File: config.mk
export PLATFORM = sky130hd
export DESIGN_NAME = ycbcr444_to_rgb888
export DESIGN_NICKNAME = d
export VERILOG_FILES = /design/src/rtl/ycbcr444_to_rgb888.sv
export SDC_FILE = /design/constraint.sdc
export NUM_CORES = 1
export LEC_CHECK = 0
export BUFFER_PORTS_ARGS = -buffer_cell sky130_fd_sc_hd__buf_2
export CORE_AREA = 2 2 165 167
export CTS_CLUSTER_SIZE = 30
export DETAILED_ROUTE_END_ITERATION = 16
export DIE_AREA = 0 0 167 169
export GPL_TIMING_DRIVEN = 0
export PLACE_DENSITY = 0.7
export SETUP_SLACK_MARGIN = 0.4
export SLEW_MARGIN = 25
export SYNTH_ARGS = -nofsm -noshare
export SYNTH_HDL_FRONTEND = slang
export SYNTH_SLANG_ARGS = --single-unit
File: constraint.sdc
create_clock -name i_sys_clk -period 13.5 [get_ports i_sys_clk]
set_clock_uncertainty 0.2 [all_clocks]
set_input_delay 2.025 -clock i_sys_clk [delete_from_list [all_inputs] [get_ports i_sys_clk]]
set_output_delay 2.025 -clock i_sys_clk [all_outputs]
set_load 0.02 [all_outputs]
File: src/rtl/ycbcr444_to_rgb888.sv
`default_nettype none
// ============================================================================
// Module      : ycbcr444_to_rgb888
// Description : Full-range BT.601 YCbCr444 to RGB888. Four-stage data
//               pipeline, matching sync delay line and input format checker.
// Revision    : 1.0 - initial release
// ============================================================================
module ycbcr444_to_rgb888 #(
    parameter int MD_SIM_ABLE = 0,
    parameter int WD_IMG_DATA = 8,
    parameter int WD_ERR_INFO = 4,
    parameter int NB_IMG_W    = 960,
    parameter int NB_IMG_H    = 640
) (
    input  logic                   i_sys_clk,
    input  logic                   i_sys_resetn,
    input  logic                   s_img_ycbcr444_c_fsync,
    input  logic                   s_img_ycbcr444_c_vsync,
    input  logic                   s_img_ycbcr444_c_hsync,
    input  logic [WD_IMG_DATA-1:0] s_img_ycbcr444_y_mdat0,
    input  logic [WD_IMG_DATA-1:0] s_img_ycbcr444_b_mdat1,
    input  logic [WD_IMG_DATA-1:0] s_img_ycbcr444_r_mdat2,
    output logic                   m_img_rgb888_c_fsync,
    output logic                   m_img_rgb888_c_vsync,
    output logic                   m_img_rgb888_c_hsync,
    output logic [WD_IMG_DATA-1:0] m_img_rgb888_r_mdat0,
    output logic [WD_IMG_DATA-1:0] m_img_rgb888_g_mdat1,
    output logic [WD_IMG_DATA-1:0] m_img_rgb888_b_mdat2,
    output logic [WD_ERR_INFO-1:0] m_err_ycbcr444_info1
);

    localparam int W_C   = WD_IMG_DATA + 1;
    localparam int W_P   = WD_IMG_DATA + 12;
    localparam int W_S   = WD_IMG_DATA + 14;
    localparam int W_PIX = $clog2(NB_IMG_W + 2);
    localparam int W_LIN = $clog2(NB_IMG_H + 2);

    localparam logic        [W_C-1:0] c_ofs   = W_C'(1 << (WD_IMG_DATA - 1));
    localparam logic signed [W_P-1:0] c_k_rv  = W_P'(1436);
    localparam logic signed [W_P-1:0] c_k_gu  = W_P'(352);
    localparam logic signed [W_P-1:0] c_k_gv  = W_P'(731);
    localparam logic signed [W_P-1:0] c_k_bu  = W_P'(1815);
    localparam logic signed [W_S-1:0] c_rnd   = W_S'(512);
    localparam logic signed [W_S-1:0] c_max   = W_S'((1 << WD_IMG_DATA) - 1);

    logic        [WD_IMG_DATA-1:0] r_y1, r_y2;
    logic signed [W_C-1:0]         r_cb, r_cr;
    logic signed [W_P-1:0]         r_p_rv, r_p_gu, r_p_gv, r_p_bu;
    logic signed [W_S-1:0]         r_s_r, r_s_g, r_s_b;
    logic        [WD_IMG_DATA-1:0] r_r, r_g, r_b;
    logic        [2:0]             r_sync [4];

    logic signed [W_S-1:0] w_y_sh;
    assign w_y_sh = {4'b0000, r_y2, 10'd0};

    // Floor shift then clamp into the unsigned component range
    function automatic logic [WD_IMG_DATA-1:0] f_sat(input logic signed [W_S-1:0] v);
        if (v < 0)
            f_sat = '0;
        else if (v > c_max)
            f_sat = '1;
        else
            f_sat = v[WD_IMG_DATA-1:0];
    endfunction

    always_ff @(posedge i_sys_clk or negedge i_sys_resetn) begin
        if (!i_sys_resetn) begin
            r_y1   <= '0;
            r_y2   <= '0;
            r_cb   <= '0;
            r_cr   <= '0;
            r_p_rv <= '0;
            r_p_gu <= '0;
            r_p_gv <= '0;
            r_p_bu <= '0;
            r_s_r  <= '0;
            r_s_g  <= '0;
            r_s_b  <= '0;
            r_r    <= '0;
            r_g    <= '0;
            r_b    <= '0;
            for (int i = 0; i < 4; i++) r_sync[i] <= '0;
        end else begin
            r_y1   <= s_img_ycbcr444_y_mdat0;
            r_cb   <= {1'b0, s_img_ycbcr444_b_mdat1} - c_ofs;
            r_cr   <= {1'b0, s_img_ycbcr444_r_mdat2} - c_ofs;
            r_y2   <= r_y1;
            r_p_rv <= W_P'(r_cr) * c_k_rv;
            r_p_gu <= W_P'(r_cb) * c_k_gu;
            r_p_gv <= W_P'(r_cr) * c_k_gv;
            r_p_bu <= W_P'(r_cb) * c_k_bu;
            r_s_r  <= w_y_sh + W_S'(r_p_rv) + c_rnd;
            r_s_g  <= w_y_sh - W_S'(r_p_gu) - W_S'(r_p_gv) + c_rnd;
            r_s_b  <= w_y_sh + W_S'(r_p_bu) + c_rnd;
            r_r    <= f_sat(r_s_r >>> 10);
            r_g    <= f_sat(r_s_g >>> 10);
            r_b    <= f_sat(r_s_b >>> 10);
            r_sync[0] <= {s_img_ycbcr444_c_fsync, s_img_ycbcr444_c_vsync, s_img_ycbcr444_c_hsync};
            for (int i = 1; i < 4; i++) r_sync[i] <= r_sync[i-1];
        end
    end

    assign m_img_rgb888_r_mdat0 = r_r;
    assign m_img_rgb888_g_mdat1 = r_g;
    assign m_img_rgb888_b_mdat2 = r_b;
    assign {m_img_rgb888_c_fsync, m_img_rgb888_c_vsync, m_img_rgb888_c_hsync} = r_sync[3];

    logic             r_fs_d, r_vs_d;
    logic [W_PIX-1:0] r_pix;
    logic [W_LIN-1:0] r_line;
    logic [3:0]       r_err;
    logic             w_fs_rise, w_fs_fall, w_vs_rise, w_vs_fall;
    logic [W_LIN-1:0] w_line_nxt;
    logic [3:0]       w_set;

    assign w_fs_rise = s_img_ycbcr444_c_fsync & ~r_fs_d;
    assign w_fs_fall = ~s_img_ycbcr444_c_fsync & r_fs_d;
    assign w_vs_rise = s_img_ycbcr444_c_vsync & ~r_vs_d;
    assign w_vs_fall = ~s_img_ycbcr444_c_vsync & r_vs_d;

    // Includes a line that ends on the same cycle the frame ends
    assign w_line_nxt = (w_vs_fall && (r_line != '1)) ? r_line + 1'b1 : r_line;

    assign w_set[0] = s_img_ycbcr444_c_hsync & ~s_img_ycbcr444_c_vsync;
    assign w_set[1] = w_vs_fall & (r_pix != W_PIX'(NB_IMG_W));
    assign w_set[2] = w_fs_fall & (w_line_nxt != W_LIN'(NB_IMG_H));
    assign w_set[3] = s_img_ycbcr444_c_vsync & ~s_img_ycbcr444_c_fsync;

    always_ff @(posedge i_sys_clk or negedge i_sys_resetn) begin
        if (!i_sys_resetn) begin
            r_fs_d <= 1'b0;
            r_vs_d <= 1'b0;
            r_pix  <= '0;
            r_line <= '0;
            r_err  <= '0;
        end else begin
            r_fs_d <= s_img_ycbcr444_c_fsync;
            r_vs_d <= s_img_ycbcr444_c_vsync;
            if (w_vs_rise)
                r_pix <= W_PIX'(s_img_ycbcr444_c_hsync);
            else if (s_img_ycbcr444_c_vsync && s_img_ycbcr444_c_hsync && (r_pix != '1))
                r_pix <= r_pix + 1'b1;
            if (w_fs_rise)
                r_line <= W_LIN'(w_vs_fall);
            else
                r_line <= w_line_nxt;
            r_err <= (w_fs_rise ? 4'b0000 : r_err) | w_set;
        end
    end

    generate
        if (WD_ERR_INFO > 4) begin : g_err_pad
            assign m_err_ycbcr444_info1 = {{(WD_ERR_INFO-4){1'b0}}, r_err};
        end else begin : g_err_nopad
            assign m_err_ycbcr444_info1 = r_err[WD_ERR_INFO-1:0];
        end
        // Error-message hook is simulation-only; hardware is identical either way
        if (MD_SIM_ABLE != 0) begin : g_sim_mon
        end
    endgenerate

endmodule
`default_nettype wire

; Yosys cells after proc, flatten, opt, wreduce, memory -nomap -nowiden
; Index checks and enable logic that the tools add are counted.
[op_classes]
n_bitwise = 13
n_mux = 11
n_addsub = 11
magnitude_cmp = 6
n_mul = 4
reduce_logical = 4
div_mod_pow = 0
shift = 0
eq_ne = 4
[ops]
columns = operator, count
row1 = $mux 8, 6
row2 = $add 21x11->22 const B, 2
row3 = $add 19x20->21, 2
row4 = $mux 10, 4
row5 = $ne 10x10->1 const B, 4
row6 = $gt 12x9->1 const B, 3
row7 = $lt 12x1->1 const B, 3
row8 = $add 22x11->22 const B, 1
row9 = $sub 20x20->21, 1
row10 = $add 10x1->10 const B, 2
row11 = $mul 9x11->20 const B, 1
row12 = $mul 9x12->20 const B, 1
row13 = $sub 19x19->20, 1
row14 = $mul 9x10->18 const B, 1
row15 = $sub 8x8->9 const B, 2
row16 = $mul 9x5->14 const B, 1
row17 = $and 1x1->1, 8
row18 = $mux 4, 1
row19 = $not 1->1, 4
row20 = $or 4x4->4, 1
row21 = $logic_and 1x1->1, 3
row22 = $reduce_bool 2->1, 1
[word_totals]
in_bits = 29
elab_cells = 76
output_inout_bits = 31
romBits = 0
reg_bits = 234
latch_bits = 0
ram_bits = 0
memories = 0

; Depth between registers and ports, before layout
[logic_depth]
depth_word = 7
ltp_mapped = 20
mapped_depth_nobuf = 20

; Least setup slack after synthesis
; Ideal clock, no wire load.
[synth_timing]
kind = register -> register
start = register r_cb[7]
end = register r_p_bu[19]
path_slack_ns = 8.455
t_arrival_ns = 4.718
required_time_ns = 13.173
path_stages_with_launch = 20
path_cell_list = dfrtp_1 > clkbuf_1 > inv_1 > ha_1 > ha_1 > inv_1 > fa_1 > inv_1 > fa_1 > ha_1 > ha_1 > nand2_1 > o41ai_1 > a31oi_1 > o21ai_1 > a21oi_1 > o21ai_1 > nor4_1 > nor3_1 > xnor2_1
[synth_via]
elab_chain_len = 1
[synth_lines]
columns = item, line_no
row1 = start: declaration, 47  ; logic signed [W_C-1:0] r_cb, r_cr;
row2 = start signal: assignment, 85  ; r_cb <= {1'b0, s_img_ycbcr444_b_mdat1} - c_ofs;
row3 = $mul 9x12->20, 91  ; r_p_bu <= W_P'(r_cb) * c_k_bu;
row4 = end signal: assignment, 91
row5 = end: declaration, 48  ; logic signed [W_P-1:0] r_p_rv, r_p_gu, r_p_gv, r_p_bu;
; No other way between the ends.
; A chain may end at the register's enable or synchronous reset.

; Worst setup path after layout
; Same ends and word-level chain as after synthesis.

==> flow_metrics.py <==
metrics = {
    "status": {
        "outcome": "completed",
    },
    "worst_setup_path": {
        "crit_path_max_incr_delay_ps": 580,
        "path_class": "reg -> reg",
        "start_kind": "flop",
        "critPathRequiredTime_ps": 13660,
        "r2r_cells": 19,
        "cp_max_fo": 9,
        "slowest_stage": "dfrtp_1",
        "r2r_slack_ps": 7710,
        "r2r-end": "r_p_bu[19]",
        "critPathMostFrequentCell": "ha_1",
        "crit_path_cell_trace": "clkbuf_1 -> inv_1 -> ha_1 -> ha_1 -> inv_1 -> fa_1 -> inv_1 -> fa_1 -> ha_1 -> ha_1 -> nand2_1 -> o41ai_1 -> a31oi_1 -> o21ai_1 -> a21oi_1 -> o21ai_1 -> nor4_1 -> nor3_1 -> xnor2_1",
        "critPathTopFamily": "adder cells",
        "cp_num_cells": 19,
        "crit_path_start": "r_cb[7]",
        "crit_path_end": "r_p_bu[19]",
        "critPathCaptureType": "flop",
        "timing.critical_path.buf_inv": 4,
        "critical_path_arrival_ps": 5950,
        "reg2reg_from": "r_cb[7]",
    },
    "pwr": {
        "p_per_area_mw_per_mm2": 209,
        "power_frac_comb": 0.569,
        "irDropWorstVdd_v": 0.000109,
        "p_int_mw": 1.72,
        "seq_power_share": 0.267,
        "swShare": 0.425,
        "p_clk_frac": 0.165,
        "p_switching_mw": 1.28,
        "power_leakage_nw": 7.40,
    },
    "sta": {
        "rsz0062_at_grt": "false",
        "finalHoldViolCount": 0,
        "maxSlewHeadroom": 0.410,
        "worst_pin_slew_ps": 885,
        "setup_violations": 0,
        "period_share": 0.429,
        "fin_setup_tns_ps": 0,
        "fin_hold_ws_ps": 152,
        "fmax_mhz": 173,
        "min_period_ps": 5790,
        "slew_violations": 0,
    },
    "yosys": {
        "synth_area_leaders": "dfrtp_1, ha_1, fa_1, inv_1, xnor2_1",
        "syn_area_mm2": 0.0130,
        "synth-seq-cells": 184,
        "avgSynthCellArea_um2": 10.5,
        "synth_fp_nets": 1565,
        "yosys_warnings": 0,
        "yosysTopAreaCellShare": 0.355,
        "ys_seq_area_frac": 0.355,
        "synth_edf_count": 0,
        "synthArstFlopShare": 1.00,
        "synthCells": 1239,
        "synth_cell_types": 65,
        "yosys.area.top_type": "dfrtp_1",
        "synth_top_flop_cell": "dfrtp_1",
    },
    "final_layout": {
        "final_layout_size_suffix_gt1_frac": 0.0849,
        "nFillCells": 2274,
        "mostFrequentLayoutCells": "ha_1, inv_1, dfrtp_1",
        "area.growth.synth_to_final_pct": 10.3,
        "antennaDiodeCount": 0,
        "seq_area_mm2": 0.00460,
        "nets": 1644,
        "layoutNonFillerInstCount": 1672,
        "multi_input_area_mm2": 0.00750,
        "final_common_cell": "ha_1",
    },
    "clock_network": {
        "insertion_delay_ps": 430,
        "postCtsSetupBuffers": 0,
        "cts_buffers": 17,
        "htreeDepth": 4,
        "cts_tree": "done",
        "path_clk_slew_ps": 80,
        "cts_sinks": 184,
        "cts_root_buf": "clkbuf_16",
        "cts_resized": 0,
        "clockBufferDepth": 2,
        "hold_buffers": 0,
    },
    "global_route": {
        "grt_pass1_wl_um": 41000,
        "first_global_vias": 8669,
        "gr-total-overflow": 0,
        "grt_max_degree": 94,
        "antenna_found_initial": 0,
        "grt.total_usage": 0.178,
    },
    "die": {
        "die_w_um": 167,
        "dieArea_mm2": 0.0282,
        "start_util": 0.490,
        "pin_count": 60,
        "rows": 60,
        "core-area_mm2": 0.0265,
        "die-height_um": 169,
    },
    "detailed_routing": {
        "drc": 0,
        "viasPerCell": 4.99,
        "wirelength_um": 23400,
        "drt-initial-drc-count": 372,
        "wl_per_cell_um": 14.0,
        "via_count": 8349,
        "ant_nets": 0,
        "dr.pass1.iters": 4,
    },
    "worst_hold_path": {
        "hold_class": "reg -> reg",
    },
    "flow_run": {
        "maxCapViolCount": 0,
    },
    "placed_design": {
        "gp_congestion": 0.848,
        "portBuffers": 59,
        "place_hpwl_um": 18200,
        "dpl.cell_count": 1640,
    },
}
metrics by stage:
step | utilization | setup slack, ps | total power [mW] | cell area [µm²]
floorplan | - | 8450 | 2.16 | 13000
global placement | 0.517 | 7290 | 2.47 | 13700
detailed placement | 0.519 | 7810 | 2.52 | 13700
CTS | 0.541 | 7690 | 3.04 | 14300
global route | 0.541 | 7290 | 3.30 | 14300
finish | 0.541 | 7710 | 3.00 | 14300
worst min path at each step:
stage	to	depth (start not counted)	start
floorplan	m_img_rgb888_c_fsync	0	r_sync[5]
global placement	r_sync[6]	0	r_sync[9]
detailed placement	r_y2[6]	0	r_y1[6]
CTS	r_y2[2]	0	r_y1[2]
global route	m_img_rgb888_c_vsync	0	r_sync[4]
finish	r_y2[7]	0	r_y1[7]
per-layer routing:
| metal | wire [µm] | GRT usage | share of wire |
|---|---|---|---|
| met1 | 10900 | 0.232 | 0.47 |
| met2 | 11400 | 0.306 | 0.49 |
| met3 | 571 | 0.0306 | 0.024 |
| met4 | 503 | 0.0547 | 0.021 |
| met5 | 0 | 0 | 0 |
power groups by stage:
stage | Sequential (mW) | Clock (mW) | Combinational [mW]
global placement | 0.811 | 0 | 1.66
floorplan | 0.843 | 0 | 1.32
CTS | 0.803 | 0.507 | 1.73
global route | 0.819 | 0.527 | 1.95
detailed placement | 0.812 | 0 | 1.71
finish | 0.800 | 0.494 | 1.71
final cells by class:
class	count	area share
Buffer	14	0.00393
Tap cell	341	0.0298
Clock inverter	15	0.0109
Multi-Input combinational cell	822	0.524
Timing Repair Buffer	60	0.0232
Sequential cell	184	0.321
Inverter	219	0.0574
Clock buffer	17	0.0297
cells in the mapped netlist, types with 10 or more instances:
master,count
a21oi_1,48
a21o_1,16
o21ai_0,29
fa_1,73
or3_1,11
inv_1,219
xor2_1,32
nor2b_1,15
nor2_1,113
o21bai_1,10
dfrtp_1,184
xnor2_1,71
nand3_1,21
nor3_1,16
nand2_1,37
ha_1,224
flip-flops by register name, indices dropped and copies added, names as in the netlist, 10 cells and up:
name / flops
r_s_g: 12
r_p_rv: 11
r_s_r: 12
r_p_bu: 13
r_p_gv: 20
r_s_b: 12
r_p_gu: 12
r_line: 10
r_pix: 10
logic make-up (layout without fill, tap and decap cells):
kind of cell	Yosys count	in the layout	synth area share
and+or+nand+nor	260	260	0.0983
xor gates and xnor gates	103	103	0.0695
AOI/OAI and AO/OA	160	160	0.0799
muxes	2	2	0.00164
DFF	184	184	0.355
adders and majority gates	297	297	0.328
buffers and inverters	233	325	0.0676
worst reg2reg max path: cells and delay by family, from the launching register on:
kind / cells / cell delay [ps]
xor+xnor: 1 / 140
fa+ha+maj: 6 / 2290
buf+inv: 4 / 670
simple gates: 3 / 370
compound gates: 5 / 1470
flops: 1 / 580
Power figures use the tool's default switching activity.
